### src/rtl/generator_pwm_motoare.sv
// Two-channel H-bridge output stage: shared PWM counter, per-channel STOP/RUN/DEAD FSM
// with boundary-synchronous duty update, soft-start ramp and coast dead-time on reversal.
module generator_pwm_motoare #(
  parameter logic [11:0] CNT_MAX      = 12'h999,
  parameter logic [3:0]  DEAD_PERIODS = 4'd2,
  parameter logic [11:0] RAMP_START   = 12'h200,
  parameter logic [11:0] RAMP_STEP    = 12'h100
) (
  input  logic        clk,
  input  logic        rst,
  input  logic        enable,
  input  logic [1:0]  directie_driverA_in,
  input  logic [1:0]  directie_driverB_in,
  input  logic [11:0] factor_dc_driverA,
  input  logic [11:0] factor_dc_driverB,
  output logic [1:0]  directie_driverA,
  output logic [1:0]  directie_driverB,
  output logic        pwm_driverA,
  output logic        pwm_driverB,
  output logic        sincron_perioada
);

  typedef enum logic [1:0] {
    ST_STOP = 2'd0,
    ST_RUN  = 2'd1,
    ST_DEAD = 2'd2
  } ch_state_t;

  logic [11:0] cnt;
  logic        boundary;

  ch_state_t [1:0]   state;
  logic [1:0][1:0]   dir_q;
  logic [1:0][12:0]  duty_q;
  logic [1:0][3:0]   dead_q;
  logic [1:0]        pwm_q;

  logic [1:0][1:0]   req;
  logic [1:0][11:0]  factor;
  logic [1:0][12:0]  tgt;
  logic [1:0][12:0]  start_duty;
  logic [1:0][13:0]  ramp_sum;
  logic [1:0][12:0]  ramp_duty;
  logic [1:0]        stop_req;

  assign boundary = (cnt == CNT_MAX);

  always_comb begin
    req[0]    = directie_driverA_in;
    req[1]    = directie_driverB_in;
    factor[0] = factor_dc_driverA;
    factor[1] = factor_dc_driverB;
  end

  // Duty is held in 13 bits so a target above CNT_MAX saturates to a true 100%.
  always_comb begin
    for (int i = 0; i < 2; i++) begin
      tgt[i] = (factor[i] > CNT_MAX) ? ({1'b0, CNT_MAX} + 13'd1) : {1'b0, factor[i]};
      start_duty[i] = ({1'b0, RAMP_START} < tgt[i]) ? {1'b0, RAMP_START} : tgt[i];
      ramp_sum[i] = {1'b0, duty_q[i]} + {2'b00, RAMP_STEP};
      if (tgt[i] > duty_q[i]) begin
        ramp_duty[i] = (ramp_sum[i] >= {1'b0, tgt[i]}) ? tgt[i] : ramp_sum[i][12:0];
      end else begin
        ramp_duty[i] = tgt[i];
      end
      stop_req[i] = !enable || (req[i] == 2'b00) || (req[i] == 2'b11);
    end
  end

  always_ff @(posedge clk or posedge rst) begin
    if (rst) begin
      cnt              <= '0;
      sincron_perioada <= 1'b0;
      dir_q            <= '0;
      duty_q           <= '0;
      dead_q           <= '0;
      pwm_q            <= '0;
      for (int i = 0; i < 2; i++) begin
        state[i] <= ST_STOP;
      end
    end else begin
      cnt              <= boundary ? 12'd0 : cnt + 12'd1;
      sincron_perioada <= boundary;
      for (int i = 0; i < 2; i++) begin
        if (stop_req[i]) begin
          state[i]  <= ST_STOP;
          dir_q[i]  <= 2'b00;
          duty_q[i] <= '0;
          dead_q[i] <= '0;
          pwm_q[i]  <= 1'b0;
        end else if (boundary) begin
          case (state[i])
            ST_RUN: begin
              if (req[i] == dir_q[i]) begin
                duty_q[i] <= ramp_duty[i];
                pwm_q[i]  <= ({1'b0, cnt} < duty_q[i]);
              end else if (DEAD_PERIODS != 4'd0) begin
                state[i]  <= ST_DEAD;
                dead_q[i] <= DEAD_PERIODS;
                dir_q[i]  <= 2'b00;
                duty_q[i] <= '0;
                pwm_q[i]  <= 1'b0;
              end else begin
                dir_q[i]  <= req[i];
                duty_q[i] <= start_duty[i];
                pwm_q[i]  <= 1'b0;
              end
            end
            ST_DEAD: begin
              pwm_q[i] <= 1'b0;
              if (dead_q[i] <= 4'd1) begin
                state[i]  <= ST_RUN;
                dir_q[i]  <= req[i];
                duty_q[i] <= start_duty[i];
                dead_q[i] <= '0;
              end else begin
                dead_q[i] <= dead_q[i] - 4'd1;
              end
            end
            default: begin
              state[i]  <= ST_RUN;
              dir_q[i]  <= req[i];
              duty_q[i] <= start_duty[i];
              pwm_q[i]  <= 1'b0;
            end
          endcase
        end else begin
          pwm_q[i] <= (state[i] == ST_RUN) && ({1'b0, cnt} < duty_q[i]);
        end
      end
    end
  end

  assign directie_driverA = dir_q[0];
  assign directie_driverB = dir_q[1];
  assign pwm_driverA      = pwm_q[0];
  assign pwm_driverB      = pwm_q[1];

endmodule

### config.mk
export PLATFORM = sky130hd
export DESIGN_NAME = generator_pwm_motoare
export DESIGN_NICKNAME = d
export VERILOG_FILES = /design/src/rtl/generator_pwm_motoare.sv
export SDC_FILE = /design/constraint.sdc
export NUM_CORES = 1
export LEC_CHECK = 0
export CAP_MARGIN = 20
export CORE_AREA = 4 4 109 111
export DETAILED_ROUTE_END_ITERATION = 6
export DIE_AREA = 0 0 113 115
export REMOVE_ABC_BUFFERS = 1
export SLEW_MARGIN = 20
export SYNTH_ARGS = -nofsm -noshare
export SYNTH_HDL_FRONTEND = slang
export SYNTH_SLANG_ARGS = --single-unit
export TNS_END_PERCENT = 1
### constraint.sdc
create_clock -name clk -period 3.5 [get_ports clk]
set_input_delay 0.35 -clock clk [delete_from_list [all_inputs] [get_ports clk]]
set_output_delay 0.35 -clock clk [all_outputs]
set_load 0.05 [all_outputs]
# ---- Yosys cells after proc, flatten, opt, wreduce, memory -nomap -nowiden
# Cells that the tools add are included.
dict set report word_totals {
  register_bits 57
  latchBits 0
  ram_bits 0
  rom_bits 0
  inputBits 31
  output_inout_bits 7
  wordCells 117
  n_memories 0
}
dict set report op_classes {
  n_addsub 5
  n_mul 0
  n_div 0
  order_cmp 12
  n_eq_ne 13
  shifts 0
  mux 57
  bitwise_logic 0
  reduce_logical 19
}
# cell n
set op_table {}
lappend op_table {{$mux W13} 12}
lappend op_table {{$mux W12} 5}
lappend op_table {{$pmux W13 S2} 2}
lappend op_table {{$mux W2} 16}
lappend op_table {{$mux W4} 8}
lappend op_table {{$add A13 B9 Y14 const B} 2}
lappend op_table {{$ge A14 B12 Y1} 2}
lappend op_table {{$gt A12 B13 Y1} 2}
lappend op_table {{$lt A12 B13 Y1} 2}
lappend op_table {{$gt A12 B12 Y1 const B} 2}
lappend op_table {{$lt A10 B12 Y1 const A} 2}
lappend op_table {{$pmux W2 S2} 4}
lappend op_table {{$pmux W4 S2} 2}
lappend op_table {{$add A12 B1 Y12 const B} 1}
lappend op_table {{$eq A12 B12 Y1 const B} 1}
lappend op_table {{$ne A3 B3 Y1 const B} 4}
lappend op_table {{$reduce_and A3 Y1} 4}
lappend op_table {{$eq A2 B2 Y1 const B} 4}
lappend op_table {{$le A4 B1 Y1 const B} 2}
lappend op_table {{$mux W1} 8}
lappend op_table {{$sub A4 B1 Y4 const B} 2}
lappend op_table {{$reduce_bool A3 Y1} 2}
lappend op_table {{$eq A2 B1 Y1 const B} 2}
lappend op_table {{$eq A2 B2 Y1} 2}
lappend op_table {{other kinds (6)} 13}

# ---- Logic depth before layout (Yosys ltp)
dict set report depth {
  depth_word 9
  depth_mapped 14
  mapped_depth_nobuf 14
}

# ---- Worst setup path after synthesis
# OpenSTA, ideal clock, no wires.
dict set report synth_path {
  path_kind {input -> register}
  start {input port factor_dc_driverA[10]}
  end {register duty_q[8] (netlist bit)}
  setup_ns 0.126
  t_arrival_ns 3.128
  t_required_ns 3.374
  path_slack_ns 0.246
  cell_stages 12
  n_path_buf 0
  cell_sequence {or2_1 > o21ai_1 > o31ai_2 > or2_2 > ha_1 > or4b_2 > o2111ai_1 > a31oi_1 > o2111ai_1 > a41o_1 > a211oi_1 > a221o_1}
}
dict set report synth_between {
  elab_chain_len 9
  word_cells_on_any_way 13
  classes_between {order compare (4); mux (9)}
}
# element line_no
set synth_lines {}
lappend synth_lines {{start, declared} 14} ;# input logic [11:0] factor_dc_driverA,
lappend synth_lines {{$gt A12 B12 Y1} 58} ;# tgt[i] = (factor[i] > CNT_MAX) ? ({1'b0, CNT_MAX} + 13'd1) : {1'b0, factor[i]};
lappend synth_lines {{$mux W12 *} 58}
lappend synth_lines {{$ge A14 B12 Y1} 62} ;# ramp_duty[i] = (ramp_sum[i] >= {1'b0, tgt[i]}) ? tgt[i] : ramp_sum[i][12:0];
lappend synth_lines {{$mux W13} 62}
lappend synth_lines {{$mux W13} 61} ;# if (tgt[i] > duty_q[i]) begin
lappend synth_lines {{$mux W13} 94} ;# if (req[i] == dir_q[i]) begin
lappend synth_lines {{$pmux W13 S2 *} 92} ;# case (state[i])
lappend synth_lines {{$mux W13 *} 91} ;# end else if (boundary) begin
lappend synth_lines {{$mux W13 *} 85} ;# if (stop_req[i]) begin
lappend synth_lines {{end signal, assigned by index} 95} ;# duty_q[i] <= ramp_duty[i];
lappend synth_lines {{end signal, assigned by index} 105} ;# duty_q[i] <= start_duty[i];
lappend synth_lines {{end signal, assigned by index} 114} ;# duty_q[i] <= start_duty[i];
lappend synth_lines {{end, declared} 34} ;# logic [1:0][12:0] duty_q;
# Every way passes the cells marked *; elsewhere a longest branch is shown, timed or not. The select of a mux whose other input is x is not followed.
# A chain may end at the register's enable or synchronous reset.

# ---- Worst setup path in the final report
dict set report layout_path {
  start {input port factor_dc_driverA[10]}
  end {register duty_q[2] (netlist bit)}
}
# Same word-level chain as after synthesis.

==> load_flow_metrics.sql <==
INSERT INTO impl_metrics (metric_group, metric, value, unit) VALUES
('detailed_routing', 'drt-pass1-iter-count', '5', ''),
('cts', 'numClockSinks', '57', ''),
('layout', 'nets', '761', ''),
('cts', 'cts_root_buf', 'clkbuf_8', ''),
('place', 'place.port_buffers', '37', ''),
('cts', 'cts_htree_levels', '3', ''),
('setup_path', 'crit_arrival', '3.59', 'ns'),
('global_routing', 'wire_length_of_the_first_global_routing_pass', '20600', 'µm'),
('global_routing', 'grt_start_max_net_pins', '25', ''),
('sta', 'holdWs', '0.310', 'ns'),
('logic_synthesis', 'synth_top_area_share', '29.5', '%'),
('sta', 'transition_time_of_the_tightest_slew_check_pin', '0.661', 'ns'),
('logic_synthesis', 'synth_seq_cells', '57', ''),
('cts', 'tritoncts.num_buffers', '9', ''),
('detailed_routing', 'first_iter_violations', '166', ''),
('logic_synthesis', 'syn-cell-area', '4840', 'µm²'),
('layout', 'fin_util', '57.6', '%'),
('detailed_routing', 'wl_per_cell', '15.3', 'µm'),
('floorplanning', 'core_area', '10800', 'µm²'),
('logic_synthesis', 'synth_seq_area_share', '29.5', '%'),
('place', 'placedInstanceArea', '5850', 'µm²'),
('sta', 'worst_slew_margin_rel', '55.8', '%'),
('logic_synthesis', 'synth_enable_flop_cells', '0', ''),
('detailed_routing', 'drt-vias-per-instance', '5.51', ''),
('detailed_routing', 'route.detailed.drc', '0', ''),
('logic_synthesis', 'yosys_warnings', '0', ''),
('layout', 'final_layout_size_suffix_gt1_share', '19.6', '%'),
('logic_synthesis', 'yosys.area.top_type', 'dfrtp_1', ''),
('power_and_ir_drop', 'total_leakage_power', '2.89', 'nW'),
('cts', 'clkTransAtPathRegs', '0.07', 'ns'),
('worst_hold_path', 'min_path_type', 'input port to asynchronous set/reset pin', ''),
('layout', 'layout_commonest_cell', 'ha_1', ''),
('floorplanning', 'dieWidth', '113', 'µm'),
('floorplanning', 'die_h', '115', 'µm'),
('detailed_routing', 'routed-via-count', '4450', ''),
('sta', 'rsz0062_at_grt', 'true', ''),
('global_routing', 'antenna_found_initial', '0', ''),
('layout', 'post-route-cell-area', '6210', 'µm²'),
('detailed_routing', 'postRouteAntennaNets', '0', ''),
('sta', 'final-hold-violation-count', '0', ''),
('floorplanning', 'i_o_pin_count', '38', ''),
('setup_path', 'timing.setup.critical_path_class', 'input port to flip-flop', ''),
('place', 'place_congestion', '0.937', ''),
('logic_synthesis', 'synth.avg_cell_area', '8.78', 'µm²'),
('logic_synthesis', 'cells_after_synthesis', '551', ''),
('detailed_routing', 'postRouteWirelength', '12400', 'µm'),
('power_and_ir_drop', 'peakVddDrop', '0.179', 'mV'),
('sta', 'fin_skew', '0.00803', 'ns'),
('sta', 'timing.final.crit_share', '96.4', '%'),
('place', 'dp_hpwl', '9830', 'µm'),
('global_routing', 'vias_in_the_first_global_route', '4549', ''),
('power_and_ir_drop', 'fin_total_pwr', '1.91', 'mW'),
('sta', 'post-route-min-period', '3.38', 'ns'),
('sta', 'setup_viol_count_final', '0', ''),
('cts', 'clock_path_buffers', '2', ''),
('power_and_ir_drop', 'power_per_cell_area', '307', 'nW/µm²'),
('cts', 'clk_latency', '0.35', 'ns'),
('sta', 'achievable-frequency', '296', 'MHz'),
('global_routing', 'groute.usage.overall', '19.7', '%'),
('logic_synthesis', 'synth_ff_type', 'dfrtp_1', ''),
('floorplanning', 'std_cell_rows', '38', ''),
('setup_path', 'critical_path_peak_fanout', '8', ''),
('global_routing', 'grt_overflow_total', '0', ''),
('logic_synthesis', 'proportion_of_synthesized_flip_flops_having_asynchronous_set_or_reset', '100', '%'),
('floorplanning', 'design.die.area', '13000', 'µm²'),
('sta', 'drv_slew', '0', ''),
('floorplanning', 'start_util', '44.8', '%'),
('logic_synthesis', 'post_synth_num_cell_types', '69', ''),
('status', 'status', 'finished clean', ''),
('layout', 'flow.area_growth_from_synthesis', '28.4', '%'),
('cts', 'tritoncts_clock_tree', 'yes', ''),
('layout', 'mostFrequentLayoutCells', 'ha_1 (68), buf_4 (66), dfrtp_1 (57)', ''),
('sta', 'setup_tns', '0', 'ns'),
('setup_path', 'worstSetupStartpointType', 'input port', ''),
('logic_synthesis', 'ys_top_cells_by_area', 'dfrtp_1 (29%), ha_1 (18%), inv_1 (4.4%)', ''),
('flow_run', 'maxCapViolations', '0', ''),
('layout', 'insertedDiodeCount', '0', ''),
('setup_path', 'critical_path_required', '3.72', 'ns'),
('setup_path', 'endpoint_kind', 'flip-flop', '');
## through the flow
stage / setup WS [ns] / cells
after detailed placement: -0.394 / 787
final: 0.125 / 807
after CTS: 0.00589 / 803
after floorplan: 0.210 / 545
after global routing: -0.0183 / 807
after global placement: -0.294 / 787
## logic make-up (layout without fill, tap and decap cells)
| group | count (synthesis) | after routing | share of synthesized area, % |
|---|---|---|---|
| xor gates and xnor gates | 21 | 21 | 3.80 |
| DFF | 57 | 57 | 29.5 |
| AOI/OAI and AO/OA | 156 | 156 | 23.4 |
| muxes | 4 | 4 | 0.828 |
| adders and majority gates | 69 | 69 | 17.8 |
| and+or+nand+nor | 181 | 181 | 19.6 |
| buffers and inverters | 63 | 179 | 5.04 |
## synth_stat cells (3+ instances only)
| cell type | instances |
|---|---|
| clkbuf_1 | 5 |
| nand3_1 | 11 |
| nor2_1 | 42 |
| a21o_1 | 4 |
| nand2_1 | 51 |
| inv_1 | 57 |
| a31oi_1 | 7 |
| o2111ai_1 | 4 |
| nor2b_1 | 6 |
| xor2_1 | 7 |
| and2_1 | 3 |
| a211o_1 | 4 |
| nand2b_1 | 14 |
| and3_1 | 5 |
| o22ai_1 | 11 |
| dfrtp_1 | 57 |
| o21ai_2 | 9 |
| a21boi_0 | 4 |
| mux2i_1 | 4 |
| o211ai_1 | 5 |
| o21ai_0 | 32 |
| o31ai_1 | 4 |
| a211oi_1 | 6 |
| a22o_1 | 4 |
| a41o_1 | 3 |
| a21oi_1 | 27 |
| nand4_1 | 8 |
| ha_1 | 68 |
| or2_2 | 6 |
| xnor2_1 | 14 |
| o211a_1 | 5 |
| nor3_1 | 11 |
| o21ai_1 | 4 |
| or3_1 | 3 |
| and4b_1 | 3 |
## power breakdown
group	internal [mW]	switching [mW]	total [mW]
clock network	0.419	0.282	0.701
registers	0.679	0.0188	0.698
logic	0.239	0.270	0.509
total	1.34	0.571	1.91
## layout make-up
type | count | area [µm²]
multi-input cells | 431 | 3260
clock buffers | 11 | 141
inverters | 57 | 214
clock inverters | 5 | 78.8
fillers | 976 | 4580
well taps | 140 | 175
repair buffers | 106 | 921
flip-flops and latches | 57 | 1430
## registers in the layout, indices dropped and copies added (netlist names)
signal and count:
duty_q 26, cnt 12, dead_q 8, state 4, directie_driverA 2, directie_driverB 2, pwm_q 2, sincron_perioada 1
## path summary, 6_finish.rpt
| path | start | endpoint | slack [ns] | cells past startpoint |
|---|---|---|---|---|
| worst max-delay path | factor_dc_driverA[10] | duty_q[2] | 0.12 | 17 |
| max in group asynchronous | rst | duty_q[15] | 2.50 | 3 |
| min in group clk | duty_q[17] | duty_q[17] | 0.50 | 2 |
| worst min-delay path | rst | state[3] | 0.31 | 2 |
| worst max register to register | duty_q[8] | duty_q[2] | 0.15 | 13 |
| worst min register to register | duty_q[17] | duty_q[17] | 0.50 | 2 |
## layer usage
metal  share of wire [%]  track usage, %  vias to the layer above
met5                   0               0                        -
met4                 2.3            7.85                        0
met3                 3.4            3.95                       21
met2                  51            36.3                       91
met1                  43            22.4                     2115
li1                    -               -                     2223
## critical path: stages
cell and delay (ns):
clkdlybuf4s50_1 0.42, or2_1 0.26, o21ai_2 0.15, o31ai_2 0.09
buf_4 0.17, nor2_4 0.08, inv_1 0.05, ha_1 0.31
nand4_1 0.11, or4b_2 0.63, o2111ai_1 0.13, a31oi_1 0.08
o2111ai_2 0.12, a41oi_4 0.08, buf_4 0.18, a21oi_4 0.26
o22ai_1 0.13
## repair_timing
item,4_1_cts,5_1_grt
pin swaps,2,12
endpoints found under the setup margin,9,21
buffers inserted,0,4
hold buffers,0,0
resized for setup,1,22
Note: power is estimated with default switching activity, not from simulation.
